==> src/rtl/part_2_upload_buffer.sv <==
// Snapshot capture stage: samples {valid, o_data} on each mission-clock rising edge,
// tags it with event index and sequence number, and queues it for export.
module part_2_upload_buffer #(
  parameter int DEPTH = 8,
  parameter int DW    = 8,
  parameter int AFULL = 6,
  parameter int SEQW  = 8
) (
  input  logic                       clk_i,
  input  logic                       rst_ni,
  input  logic [3:0]                 clk_h_i,
  input  logic                       valid,
  input  logic [DW-1:0]              o_data,
  output logic                       out_vld_o,
  input  logic                       out_rdy_i,
  output logic [DW:0]                out_data_o,
  output logic [1:0]                 out_event_o,
  output logic [SEQW-1:0]            out_seq_o,
  output logic [3:0]                 freeze_req_o,
  output logic                       overflow_o,
  output logic [$clog2(DEPTH):0]     count_o
);

  localparam int PW = $clog2(DEPTH);
  localparam int CW = PW + 1;

  // Handshake: an entry transfers on a rising clk_i edge where out_vld_o and
  // out_rdy_i are both high; out_vld_o never depends on out_rdy_i.

  logic [3:0]      clk_h_d;
  logic [3:0]      rise;
  logic [3:0]      pending_q, pending_d;
  logic [DW:0]     pend_data_q [4];
  logic [DW:0]     pend_data_d [4];
  logic [CW-1:0]   count_q, count_d;
  logic [PW-1:0]   wr_ptr_q, wr_ptr_d;
  logic [PW-1:0]   rd_ptr_q, rd_ptr_d;
  logic [SEQW-1:0] seq_q, seq_d;
  logic [3:0]      freeze_q, freeze_d;
  logic            overflow_q, overflow_d;

  logic [DW:0]     mem_data_q  [DEPTH];
  logic [1:0]      mem_event_q [DEPTH];
  logic [SEQW-1:0] mem_seq_q   [DEPTH];

  logic            push, pop;
  logic [1:0]      sel_k;
  logic [3:0]      pend_clr;
  logic [3:0]      pend_held;

  assign rise = clk_h_i & ~clk_h_d;
  assign pop  = (count_q != '0) && out_rdy_i;

  // Lowest pending index wins the single push slot each cycle.
  always_comb begin
    sel_k = 2'd0;
    for (int i = 3; i >= 0; i--) begin
      if (pending_q[i]) sel_k = 2'(i);
    end
  end

  assign push     = (pending_q != 4'b0) && ((count_q < CW'(DEPTH)) || pop);
  assign pend_clr = push ? (4'b0001 << sel_k) : 4'b0000;
  // A slot being pushed this cycle is free to take a new capture.
  assign pend_held = pending_q & ~pend_clr;

  always_comb begin
    pending_d  = pend_held;
    overflow_d = overflow_q;
    for (int i = 0; i < 4; i++) begin
      pend_data_d[i] = pend_data_q[i];
      if (rise[i]) begin
        if (pend_held[i]) begin
          overflow_d = 1'b1;
        end else begin
          pending_d[i]   = 1'b1;
          pend_data_d[i] = {valid, o_data};
        end
      end
    end
  end

  always_comb begin
    count_d  = count_q;
    wr_ptr_d = wr_ptr_q;
    rd_ptr_d = rd_ptr_q;
    seq_d    = seq_q;
    if (push) begin
      wr_ptr_d = wr_ptr_q + PW'(1);
      seq_d    = seq_q + SEQW'(1);
    end
    if (pop) begin
      rd_ptr_d = rd_ptr_q + PW'(1);
    end
    case ({push, pop})
      2'b10:   count_d = count_q + CW'(1);
      2'b01:   count_d = count_q - CW'(1);
      default: count_d = count_q;
    endcase
  end

  always_comb begin
    freeze_d = 4'b0;
    for (int i = 0; i < 4; i++) begin
      freeze_d[i] = (count_d >= CW'(AFULL)) | pending_d[i];
    end
  end

  always_ff @(posedge clk_i or negedge rst_ni) begin
    if (!rst_ni) begin
      clk_h_d    <= 4'b0;
      pending_q  <= 4'b0;
      count_q    <= '0;
      wr_ptr_q   <= '0;
      rd_ptr_q   <= '0;
      seq_q      <= '0;
      freeze_q   <= 4'b0;
      overflow_q <= 1'b0;
      for (int i = 0; i < 4; i++) pend_data_q[i] <= '0;
    end else begin
      clk_h_d    <= clk_h_i;
      pending_q  <= pending_d;
      count_q    <= count_d;
      wr_ptr_q   <= wr_ptr_d;
      rd_ptr_q   <= rd_ptr_d;
      seq_q      <= seq_d;
      freeze_q   <= freeze_d;
      overflow_q <= overflow_d;
      for (int i = 0; i < 4; i++) pend_data_q[i] <= pend_data_d[i];
    end
  end

  // Storage needs no reset: the head is masked whenever the FIFO is empty.
  always_ff @(posedge clk_i) begin
    if (push) begin
      mem_data_q[wr_ptr_q]  <= pend_data_q[sel_k];
      mem_event_q[wr_ptr_q] <= sel_k;
      mem_seq_q[wr_ptr_q]   <= seq_q;
    end
  end

  assign out_vld_o    = (count_q != '0);
  assign out_data_o   = out_vld_o ? mem_data_q[rd_ptr_q]  : '0;
  assign out_event_o  = out_vld_o ? mem_event_q[rd_ptr_q] : 2'b0;
  assign out_seq_o    = out_vld_o ? mem_seq_q[rd_ptr_q]   : '0;
  assign freeze_req_o = freeze_q;
  assign overflow_o   = overflow_q;
  assign count_o      = count_q;

endmodule

==> config.mk <==
export PLATFORM = sky130hd
export DESIGN_NAME = part_2_upload_buffer
export DESIGN_NICKNAME = d
export VERILOG_FILES = /design/src/rtl/part_2_upload_buffer.sv
export SDC_FILE = /design/constraint.sdc
export NUM_CORES = 1
export LEC_CHECK = 0
export BUFFER_PORTS_ARGS = -buffer_cell sky130_fd_sc_hd__buf_2
export CORE_ASPECT_RATIO = 0.7
export CORE_MARGIN = 4
export CORE_UTILIZATION = 27
export CTS_BUF_LIST = sky130_fd_sc_hd__clkbuf_16
export CTS_CLUSTER_DIAMETER = 60
export DETAILED_ROUTE_END_ITERATION = 12
export SLEW_MARGIN = 10
export SYNTH_ARGS = -nofsm -noshare
export SYNTH_HDL_FRONTEND = slang
export SYNTH_SLANG_ARGS = --single-unit
==> constraint.sdc <==
create_clock -name clk_i -period 3.25 [get_ports clk_i]
set_input_delay 0.65 -clock clk_i [delete_from_list [all_inputs] [get_ports clk_i]]
set_output_delay 0.65 -clock clk_i [all_outputs]
set_load 0.005 [all_outputs]
# [Word level (Yosys, flattened, before mapping)]
# Memory sizes are Yosys's and may differ from the RTL's.
# Index checks and enable logic that the tools add are counted.
[op_classes] add_sub_neg=5 eq_ne=2 bitwise=13 order_cmp=3 shift=1 n_mux=26 n_reduce_logical=9 multipliers=0 div=0
[ops] operator="two-way mux 9 bit" n=3
[ops] operator="binary-select mux 9 bit (select 2 bit)" n=1
[ops] operator="two-way mux 1 bit" n=14
[ops] operator="two-way mux 2 bit" n=5
[ops] operator="adder 8 x 1 -> 8 bit (second input constant)" n=1
[ops] operator="bitwise AND 4 bit" n=2
[ops] operator="two-way mux 8 bit" n=1
[ops] operator="inverter 4 bit" n=2
[ops] operator="case mux 4 bit (2 select lines)" n=1
[ops] operator="AND reduction 2 bit" n=4
[ops] operator="nonzero test 4 bit" n=2
[ops] operator="adder 3 x 1 -> 3 bit (second input constant)" n=2
[ops] operator="adder 4 x 1 -> 4 bit (second input constant)" n=1
[ops] operator="greater-or-equal comparator 4 x 3 -> 1 bit (second input constant)" n=1
[ops] operator="< comparator 4 bit (second input constant)" n=1
[ops] operator="two-way mux 4 bit" n=1
[ops] operator="inverter 1 bit" n=4
[ops] operator="bitwise OR 1 bit" n=4
[ops] operator="left shift 1 x 2 -> 4 bit (first input constant)" n=1
[ops] operator="subtractor 4 x 1 -> 4 bit (second input constant)" n=1
[ops] operator="greater-or-equal comparator 3 bit (second input constant)" n=1
[ops] operator="inverter 2 -> 3 bit" n=1
[ops] operator="== test 2 x 1 -> 1 bit (second input constant)" n=1
[ops] operator="== test 2 bit (second input constant)" n=1
[ops] operator="other kinds (2)" n=3
[word_totals] input_bits=16 ramBits=152 output_inout_bits=29 elab_cells=74 n_memories=3 reg_bits=67 rom_bits=0 latchBits=0
[mem_list] name="mem_data_q" words=8 width=9 read_ports=1 rd_ports_with_merged_regs=0 write_ports=1 line="42" rtl="logic [DW:0] mem_data_q [DEPTH];"
[mem_list] name="mem_seq_q" words=8 width=8 read_ports=1 rd_ports_with_merged_regs=0 write_ports=1 line="44" rtl="logic [SEQW-1:0] mem_seq_q [DEPTH];"
[mem_list] name="mem_event_q" words=8 width=2 read_ports=1 rd_ports_with_merged_regs=0 write_ports=1 line="43" rtl="logic [1:0] mem_event_q [DEPTH];"

# [Logic depth before layout (Yosys ltp)]
[depth] ltp_word=16 ltp_mapped=12 ltp_nobuf=10

# [Worst setup path after synthesis]
# Ideal clock, no wire load.
[synth_timing] path_kind="input port to flip-flop" start="in out_rdy_i" end="mem mem_data_q[0][0] (netlist bit) (enable)" setup_slack_ns=-0.481 setup_time_ns=0.444 required_time_ns=2.806 n_path_buf=1 arrival_time_ns=3.288 cell_stages=5 path_cell_list="nor2b_1 -> clkbuf_1 -> a21oi_1 -> inv_2 -> nor4_1"
[synth_via] elab_chain_cells=5
[synth_lines] element="start: declaration" line="15" rtl="input logic out_rdy_i,"
[synth_lines] element="logical AND 1 bit" line="52" rtl="assign pop = (count_q != '0) && out_rdy_i;"
[synth_lines] element="logical OR 1 bit" line="62" rtl="assign push = (pending_q != 4'b0) && ((count_q < CW'(DEPTH)) || pop);"
[synth_lines] element="logical AND 1 bit" line="62"
[synth_lines] element="two-way mux 1 bit" line="135" rtl="if (push) begin"
[synth_lines] element="two-way mux 1 bit (not written as such)" line="136" rtl="mem_data_q[wr_ptr_q] <= pend_data_q[sel_k];"
[synth_lines] element="end: declaration" line="42"
# No other way between the ends.

# [Worst setup path after layout]
[layout_timing] start="reg count_q[3] (netlist: count_o[3])" end="reg freeze_q[0] (netlist: freeze_req_o[0])"
[layout_via] elab_chain_cells=9 elab_cells_between_ends=16 classes_between="2 x add/sub; 2 x order compare; 2 x eq/ne; 3 x mux; 3 x bitwise; 4 x reduce/logical"
[layout_lines] element="start: declaration" line="35" rtl="logic [CW-1:0] count_q, count_d;"
[layout_lines] element="start signal: assignment" line="123" rtl="count_q <= count_d;"
[layout_lines] element="branches (longest 8 deep; another with < comparator 4 bit)"
[layout_lines] element="bitwise OR 1 bit *" line="105" rtl="freeze_d[i] = (count_d >= CW'(AFULL)) | pending_d[i];"
[layout_lines] element="net freeze_d[0]" line="39" rtl="logic [3:0] freeze_q, freeze_d;"
[layout_lines] element="end signal: assignment" line="127" rtl="freeze_q <= freeze_d;"
[layout_lines] element="end: declaration" line="39"
# Mark *: on every way through the listed nets, which the timed path passes.
# A chain may end at the register's enable or synchronous reset.

==> results.tsv <==
stage	metric	value	unit
outcome	status	complete, no violations	
synthesis	dominant cell by count in the synthesized netlist	edfxtp_1	
global_routing	Overall Global Routing Usage	10.2	%
global_routing	global-route wire length before repair	28800	µm
pwr	pwr/cell area	974	nW/µm²
synthesis	Mapped Avg Cell Area	17.7	µm²
pwr	Pint	6.86	mW
clock_tree	Max H-tree Level	1	
floorplanning	Die Ht	159	µm
timing	Max Freq	0.339	GHz
synthesis	mux contribution to synthesized area	17.0	%
synthesis	syn_nets	520	
global_routing	initial antenna violation count	0	
timing	Slew Limit Fails	0	
pwr	total power	10.1	mW
pwr	Leak	3.72	nW
final_layout	area delta synth->final	17.4	%
pwr	clock share of power	22.3	%
synthesis	XOR/XNOR Fraction of Synth Area	1.39	%
hold_path	Worst Hold Class	in -> async	
timing	Final Setup Violations	0	
worst_setup_path	Arr. time, crit path	3.31	ns
synthesis	Yosys warning count	0	
detailed_routing	vias per inst	4.48	
final_layout	fraction of layout cells with a size suffix above 1	33.0	%
floorplanning	cell row count	55	
global_routing	maximum number of pins on one net before global-route repair	39	
place	IO buf count	44	
clock_tree	clk slew on worst S/H paths	0.06	ns
worst_setup_path	crit-path most repeated cell	ha_1	
floorplanning	Die ar.	35600	µm²
clock_tree	CTS Buf Count	21	
detailed_routing	drt pass-1 iters	4	
floorplanning	# IOs	45	
synthesis	Simple-Gate Fraction of Synth Area	4.97	%
final_layout	ANT cells	0	
detailed_routing	via count	4505	
floorplanning	Die Wd	224	µm
pwr	combinational share of power	32.4	%
synthesis	Cells after Synth	498	
timing	relative slew slack	23.2	%
synthesis	largest family of logic cells by synthesized area	multiplexers	
timing	Worst Hold Margin	0.247	ns
place	RD Place Congestion	0.719	
detailed_routing	drt wl/cell	17.8	µm
pwr	Flop pwr share	45.3	%
place	DPL Wire Length	11400	µm
timing	setup TNS	0	ns
run	Max Cap Viol	0	
synthesis	synthesized cell area	8810	µm²
worst_setup_path	crit path max fanout	6	
timing	Worst-Margin Slew	1.14	ns
synthesis	largest cells by area after synthesis	edfxtp_1 (52%), dfrtp_1 (19%), mux4_2 (9.7%), mux2_2 (4.9%), mux2i_1 (2.4%)	
global_routing	vias in the first global route	4827	
worst_setup_path	worst-case reg-to-reg path depth	10	
synthesis	Adder-Cell Fraction of Synth Area	0.852	%
synthesis	flops & latches, synth	219	
synthesis	ys flop type	edfxtp_1	
detailed_routing	DRC	0	
worst_setup_path	Startpoint Class	flip-flop	
clock_tree	CTS max path bufs	3	
pwr	VDD IR max	0.378	mV
pwr	Psw	3.22	mW
pwr	Switching Share	31.9	%
synthesis	top cell type's share of synthesized area	51.8	%
synthesis	post-synth cell types	44	
detailed_routing	remaining antenna violation count	0	
synthesis	post-synth top area cell	edfxtp_1	
worst_setup_path	crit path max-delay cell type	dfrtp_1	
clock_tree	Worst-Skew Late Latency	0.50	ns
clock_tree	clock sink count	219	
detailed_routing	routed wire length	17900	µm
detailed_routing	initial DRC count	233	
final_layout	Final Non-Filler Cells	1005	
floorplanning	Initial Util	27.3	%
synthesis	Compound-Gate Fraction of Synth Area	3.47	%
worst_setup_path	worst path cell trace	nor4_4, inv_1, and2_1, ha_1, xor2_1, ha_1, a21oi_1, mux2_2, mux2i_2, or3b_1	
synthesis	commonest cells in the netlist	edfxtp_1 (152), dfrtp_1 (67), mux2_2 (38), mux4_2 (38), nor2_1 (26)	
synthesis	register area share after synthesis	70.8	%
worst_setup_path	Setup crit end kind	flip-flop	
place	placed cells	967	
worst_setup_path	CP required	3.61	ns
timing	skew final	0.0157	ns
clock_tree	Post-CTS Setup Repair Bufs	0	
synthesis	Post-synth EDFFs	152	
timing	Min Clock Period, post-route	2.95	ns
clock_tree	clock tree from TritonCTS	yes	
clock_tree	clk root buf	clkbuf_16	
synthesis	ys async rst share	30.6	%
global_routing	total grt overflow	0	
floorplanning	core area	32300	µm²
final_layout	Net count, final	585	
timing	RSZ-0062 raised after global routing	false	
timing	Final Hold Violating Endpoints	0	
worst_setup_path	Largest stage delay, worst path	0.45	ns
timing	period utilization	90.8	%
worst_setup_path	critical path type	reg -> reg	
path summary, 6_finish.rpt:
check                                                  from                     endpoint  slack, ns
worst max-delay path                   count_o[3]$_DFF_PN0_    freeze_req_o[0]$_DFF_PN0_       0.30
max in group asynchronous                            rst_ni       pending_q[0]$_DFF_PN0_       2.35
min in group clk_i                               clk_h_i[0]         clk_h_d[0]$_DFF_PN0_       0.28
worst min-delay path                                 rst_ni  pend_data_q[32]$_DFFE_PN0P_       0.25
worst min register to register  pend_data_q[13]$_DFFE_PN0P_  pend_data_q[13]$_DFFE_PN0P_       0.50
worst max register to register         count_o[3]$_DFF_PN0_    freeze_req_o[0]$_DFF_PN0_       0.30
placed cells by master (no fill, tap or decap), types with 5 or more instances in the layout:
cell / synthesis / layout
buf_2: 8 / 44
buf_4: 1 / 19
clkbuf_16: 0 / 21
clkinv_2: 0 / 6
dfrtp_1: 67 / 66
edfxtp_1: 152 / 152
ha_1: 6 / 6
inv_1: 3 / 8
mux2_2: 38 / 38
mux2i_1: 21 / 20
mux4_2: 38 / 38
nand2_1: 25 / 25
nand2b_1: 10 / 10
nand4_1: 5 / 5
nor2_1: 26 / 23
o21ai_0: 11 / 11
o22a_1: 9 / 9
o22ai_1: 9 / 9
xnor2_1: 10 / 10
stage by stage:
stage	util (%)	instance area [µm²]	setup WS, ns
after global routing	32.1	10300	0.0251
after detailed placement	30.1	9710	0.247
after floorplan	-	8820	0.00399
after CTS	32.0	10300	0.237
final	32.1	10300	0.297
after global placement	30.1	9710	0.281
flip-flops by register name, indices dropped and copies added, names as in the netlist:
name	flops
freeze_req_o	4
wr_ptr_q	3
rd_ptr_q	3
seq_q	8
mem_seq_q	64
mem_event_q	16
clk_h_d	4
pending_q	4
count_o	4
mem_data_q	72
pend_data_q	36
overflow_o	1
final cells by class:
cell class,instances,area [µm²]
sequential,219,6240
fill,3085,21900
inverter,6,22.5
timing repair buffer,66,423
clock inverter,17,103
multi-input combinational,249,2500
clock buffer,21,526
tap,427,534
critical path, delay by kind of cell (launching register included):
kind	cells	cell delay, ns
simple gates	3	0.90
mux	2	0.64
fa+ha+maj	2	0.47
flops	1	0.45
xor+xnor	1	0.17
compound gates	1	0.12
buf+inv	1	0.08
kinds of logic after synthesis:
kind of cell,after synthesis
compound gates,43
xor+xnor,14
fa+ha+maj,6
buf+inv,30
flops,219
mux,97
simple gates,89
what timing repair did:
item / CTS / global route
hold buffers: 0 / 0
hold endpoints to repair: 0 / 0
setup endpoints to repair: 0 / 1
gates resized for setup: 0 / 2
power by group through the flow:
stage               combinational [mW]  clock, mW  sequential (mW)
floorplan                         2.18          0             4.44
CTS                               3.37       2.30             4.57
global route                      3.64       2.44             4.67
global placement                  3.31          0             4.60
finish                            3.26       2.24             4.57
detailed placement                3.35          0             4.62
metal layers:
metal	routed length, µm	vias to the layer above	global-route usage (%)
li1	-	2067	-
met1	8820	2344	15.4
met2	8030	75	15.5
met3	876	19	1.92
met4	185	0	1.68
met5	0	-	0
No activity file was read; power rests on OpenSTA's default activity.
